[src/rtl/seq_divider_8_by_4.sv]
// Sequential restoring divider: 8-bit unsigned dividend by 4-bit unsigned
// divisor, one quotient bit per clock, MSB first. A zero divisor skips the
// iteration and reports quotient 8'hFF, remainder 0 with div_by_zero set.
module seq_divider_8_by_4 (
   input  logic       clk,
   input  logic       rst_n,
   input  logic       start,
   input  logic [7:0] dividend,
   input  logic [3:0] divisor,
   output logic       busy,
   output logic       done,
   output logic [7:0] quotient,
   output logic [3:0] remainder,
   output logic       div_by_zero
);

   typedef enum logic [1:0] {
      S_IDLE = 2'd0,
      S_CALC = 2'd1,
      S_DONE = 2'd2
   } state_e;

   state_e     state_q, state_d;
   // Dividend bits shift out of the top while quotient bits shift in at the
   // bottom, so after eight steps this register holds the full quotient.
   logic [7:0] shreg_q, shreg_d;
   logic [3:0] dvs_q,   dvs_d;
   logic [2:0] cnt_q,   cnt_d;
   logic [4:0] pr_q,    pr_d;
   logic [7:0] quo_q,   quo_d;
   logic [3:0] rem_q,   rem_d;
   logic       dbz_q,   dbz_d;

   logic [4:0] pr_shift;
   logic [4:0] pr_step;
   logic       q_bit;

   // One restoring step: bring in the next dividend bit, subtract if it fits.
   always_comb begin
      pr_shift = {pr_q[3:0], shreg_q[7]};
      q_bit    = (pr_shift >= {1'b0, dvs_q});
      pr_step  = q_bit ? (pr_shift - {1'b0, dvs_q}) : pr_shift;
   end

   // Next-state and datapath control; every register holds unless told otherwise.
   always_comb begin
      // NOTE: every signal written here gets a default first so no path can infer a latch.
      state_d = state_q;
      shreg_d = shreg_q;
      dvs_d   = dvs_q;
      cnt_d   = cnt_q;
      pr_d    = pr_q;
      quo_d   = quo_q;
      rem_d   = rem_q;
      dbz_d   = dbz_q;

      case (state_q)
         S_IDLE: begin
            if (start) begin
               shreg_d = dividend;
               dvs_d   = divisor;
               cnt_d   = 3'd0;
               pr_d    = 5'd0;
               if (divisor == 4'd0) begin
                  quo_d   = 8'hFF;
                  rem_d   = 4'h0;
                  dbz_d   = 1'b1;
                  state_d = S_DONE;
               end else begin
                  state_d = S_CALC;
               end
            end
         end
         S_CALC: begin
            shreg_d = {shreg_q[6:0], q_bit};
            pr_d    = pr_step;
            cnt_d   = cnt_q + 3'd1;
            if (cnt_q == 3'd7) begin
               quo_d   = {shreg_q[6:0], q_bit};
               rem_d   = pr_step[3:0];
               dbz_d   = 1'b0;
               state_d = S_DONE;
            end
         end
         S_DONE: begin
            state_d = S_IDLE;
         end
         default: begin
            state_d = S_IDLE;
         end
      endcase
   end

   // State and datapath registers, cleared asynchronously.
   always_ff @(posedge clk or negedge rst_n) begin
      if (!rst_n) begin
         state_q <= S_IDLE;
         shreg_q <= 8'h00;
         dvs_q   <= 4'h0;
         cnt_q   <= 3'd0;
         pr_q    <= 5'd0;
         quo_q   <= 8'h00;
         rem_q   <= 4'h0;
         dbz_q   <= 1'b0;
      end else begin
         // NOTE: non-blocking assignments so every flop samples pre-edge values.
         state_q <= state_d;
         shreg_q <= shreg_d;
         dvs_q   <= dvs_d;
         cnt_q   <= cnt_d;
         pr_q    <= pr_d;
         quo_q   <= quo_d;
         rem_q   <= rem_d;
         dbz_q   <= dbz_d;
      end
   end

   assign busy        = (state_q != S_IDLE);
   assign done        = (state_q == S_DONE);
   assign quotient    = quo_q;
   assign remainder   = rem_q;
   assign div_by_zero = dbz_q;

endmodule
[config.mk]
export PLATFORM = sky130hd
export DESIGN_NAME = seq_divider_8_by_4
export DESIGN_NICKNAME = d
export VERILOG_FILES = /design/src/rtl/seq_divider_8_by_4.sv
export SDC_FILE = /design/constraint.sdc
export NUM_CORES = 1
export LEC_CHECK = 0
export ABC_AREA = 1
export BUFFER_PORTS_ARGS = -buffer_cell sky130_fd_sc_hd__buf_2
export CORE_MARGIN = 1.5
export CORE_UTILIZATION = 35
export DETAILED_ROUTE_END_ITERATION = 10
export SLEW_MARGIN = 20
export SYNTH_ARGS = -nofsm -noshare
export SYNTH_HDL_FRONTEND = slang
export SYNTH_SLANG_ARGS = --single-unit
[constraint.sdc]
create_clock -name clk -period 1.9 [get_ports clk]
set_input_delay 0.38 -clock clk [delete_from_list [all_inputs] [get_ports clk]]
set_output_delay 0.38 -clock clk [all_outputs]
set_load 0.02 [all_outputs]
==> metrics.cfg <==
[critical_path]
critical_path.top_delay_family = simple AND/OR/NAND/NOR gates
crit_buf_inv = 1
setup.worst_path.start_class = flop
critPathMostFrequentCell = nand2_1
worstPathRequired_ps = 2080
critPathArrivalTime_ps = 1820
critPathKind = flop to flop
cp_slowest_stage_delay_ps = 350
crit_chain = inv_1 > ha_1 > a21oi_2 > nand2_1 > nand2_2 > nand2_1 > nand3_1 > nand2_1 > nand2_1 > nand2_1
crit_slowest_cell = ha_1
path_max_fanout = 6
end_kind = flop

[cts]
hold_buffers = 0
clock_latency_ps = 290
path_clk_slew_ps = 70
cts_buffers = 5
cts_tree = built
cts.sinks = 34
ctsHtreeMaxLevel = 2
postCtsSetupBuffers = 0
cts_buffer_depth = 2
cts_resized = 0
cts_root_buffer = clkbuf_8

[global_routing]
grtUsageTotal_pct = 14.8
antenna_found_initial = 0
grt_start_max_net_pins = 35
grt_pass1_vias = 1270
grt-ovfl-total = 0
grt_pass1_wl_microns = 5900

[job]
drv_cap = 0

[detailed_routing]
antenna_left = 0
wl_met1_microns = 1730
avgRoutedWirePerCell_microns = 12.5
met2WireLength_microns = 1480
postRouteWirelength_microns = 3410
vias = 1312
wl_met3_microns = 118
drt-pass1-iter-count = 4
drtIter0Drc = 74
route.top_layer_used = met4
drt-vias-per-instance = 4.79
route.detailed.drc = 0

[cells_and_area]
diodes = 0
instances_no_fill = 274
post-route-util_pct = 42.2
drive_gt1_share_pct = 25.0
area_growth_pct = 17.6
fin_nets = 242
final_cell_mix = 52 x nand2_1, 34 x dfrtp_1, 29 x buf_2, 19 x nor2_1, 17 x inv_1
layout_commonest_cell = nand2_1
fillers = 481

[die]
core_area_sq_mm = 0.00469
die_h_microns = 72.3
initial_core_util_pct = 35.9
die_width_microns = 72.3
ios = 30
dieArea_sq_mm = 0.00523
rows = 25

[placement]
place_hpwl_microns = 2440
place.gp.congestion = 0.749
portBuffers = 29
place_inst = 267

[timing]
relSlewSlack_pct = 71.6
final-hold-violation-count = 0
skew_ps = 11.2
timing.final.crit_period_ps = 1640
hold_ws_ps = 106
period_share_pct = 86.2
setup_tns_ps = 0
worstMarginPinSlew_ps = 425
slew_viol_final = 0
setup_violations = 0
fmax_mhz = 611
rsz0062_at_grt = false

[yosys]
netlist.area_leader.share_pct = 50.6
synthTopCellsByArea = dfrtp_1 51%, nand2_1 12%, ha_1 4.5%
avgSynthCellArea_sq_um = 9.00
async_flop_share_pct = 100
synth_cells = 187
netlist_area_sq_mm = 0.00168
synth_cell_type_count = 28
yosysWarnings = 0
synth-seq-cells = 34
ys_seq_area_share_pct = 50.6
yosys.area.top_type = dfrtp_1
synthFlopType = dfrtp_1
syn_nets = 209
synth_edf_count = 0

[power]
max-vdd-ir-drop_mv = 0.854
powerDensity_mw_per_mm2 = 2020
p_leak_nw = 1.05

[min_path]
hold_path.class = primary input to asynchronous set/reset pin

[status]
status = complete, no violations

-- path summary, 6_finish.rpt --
path	end	cells past startpoint	startpoint	slack [ps]
worst max-delay path	remainder[0]	10	dvs_q[2]	260
worst min-delay path	quotient[1]	2	rst_n	110
worst max register to register	remainder[0]	10	dvs_q[2]	260
worst min register to register	remainder[2]	2	remainder[2]	480
max in group asynchronous	remainder[0]	2	rst_n	1480
min in group clk	dvs_q[3]	3	divisor[3]	350
-- where the power goes --
part           leakage, nW  internal [mW]  switching, mW
registers            0.417           1.08          0.219
logic                0.581          0.720           1.29
clock network       0.0573          0.420          0.266
-- logic make-up after synthesis --
kind of cell             synth area share (%)
buffers and inverters                    8.03
AND/OR/NAND/NOR                          22.8
XOR/XNOR                                0.521
flip-flops                               50.6
AO/OA/AOI/OAI                            12.4
adder cells (fa/ha/maj)                  5.65
-- flip-flops by register name (all words and copies together), names as in the netlist --
signal,cells
quotient,8
shreg_q,8
dvs_q,4
pr_q,4
remainder,4
cnt_q,3
state_q,2
div_by_zero,1
-- synth_stat cells, types with 2 or more instances --
library cell / count
o211ai_1: 2
o21ai_2: 5
nand2_1: 53
o21ai_0: 9
inv_2: 2
a21oi_1: 2
nand3_1: 11
dfrtp_1: 34
nor2_4: 2
nor2_1: 19
buf_6: 3
inv_1: 17
a22o_1: 2
nand4_1: 3
ha_1: 6
o31ai_1: 5
-- final cells by class --
type,count,area (sq um),share of cell area (%)
Inverter,20,77.6,3.92
Timing Repair Buffer,32,168,8.47
Clock buffer,6,82.6,4.17
Clock inverter,1,30.0,1.52
Tap cell,54,67.6,3.41
Multi-Input combinational cell,127,703,35.5
Sequential cell,34,851,43.0
-- per-layer routing --
layer,vias up,global-route usage (%)
met4,0,7.55
met5,-,0
met1,609,20.3
li1,670,-
met2,25,22.0
met3,8,3.33
-- worst reg2reg max path: cells and delay by family (launching register included) --
| kind | cells | cell delay, ps |
|---|---|---|
| compound gates | 1 | 180 |
| buf+inv | 1 | 60 |
| simple gates | 7 | 610 |
| fa+ha+maj | 1 | 350 |
| flops | 1 | 330 |
-- metrics by stage --
stage / cell area [sq um] / total power, mW / worst slack [ps]
floorplan: 1680 / 2.90 / 363
global placement: 1860 / 3.29 / 173
detailed placement: 1860 / 3.33 / 155
CTS: 1970 / 4.02 / 131
global route: 1980 / 4.38 / 52.5
finish: 1980 / 3.99 / 262
Note: power is estimated with default switching activity, not from simulation.
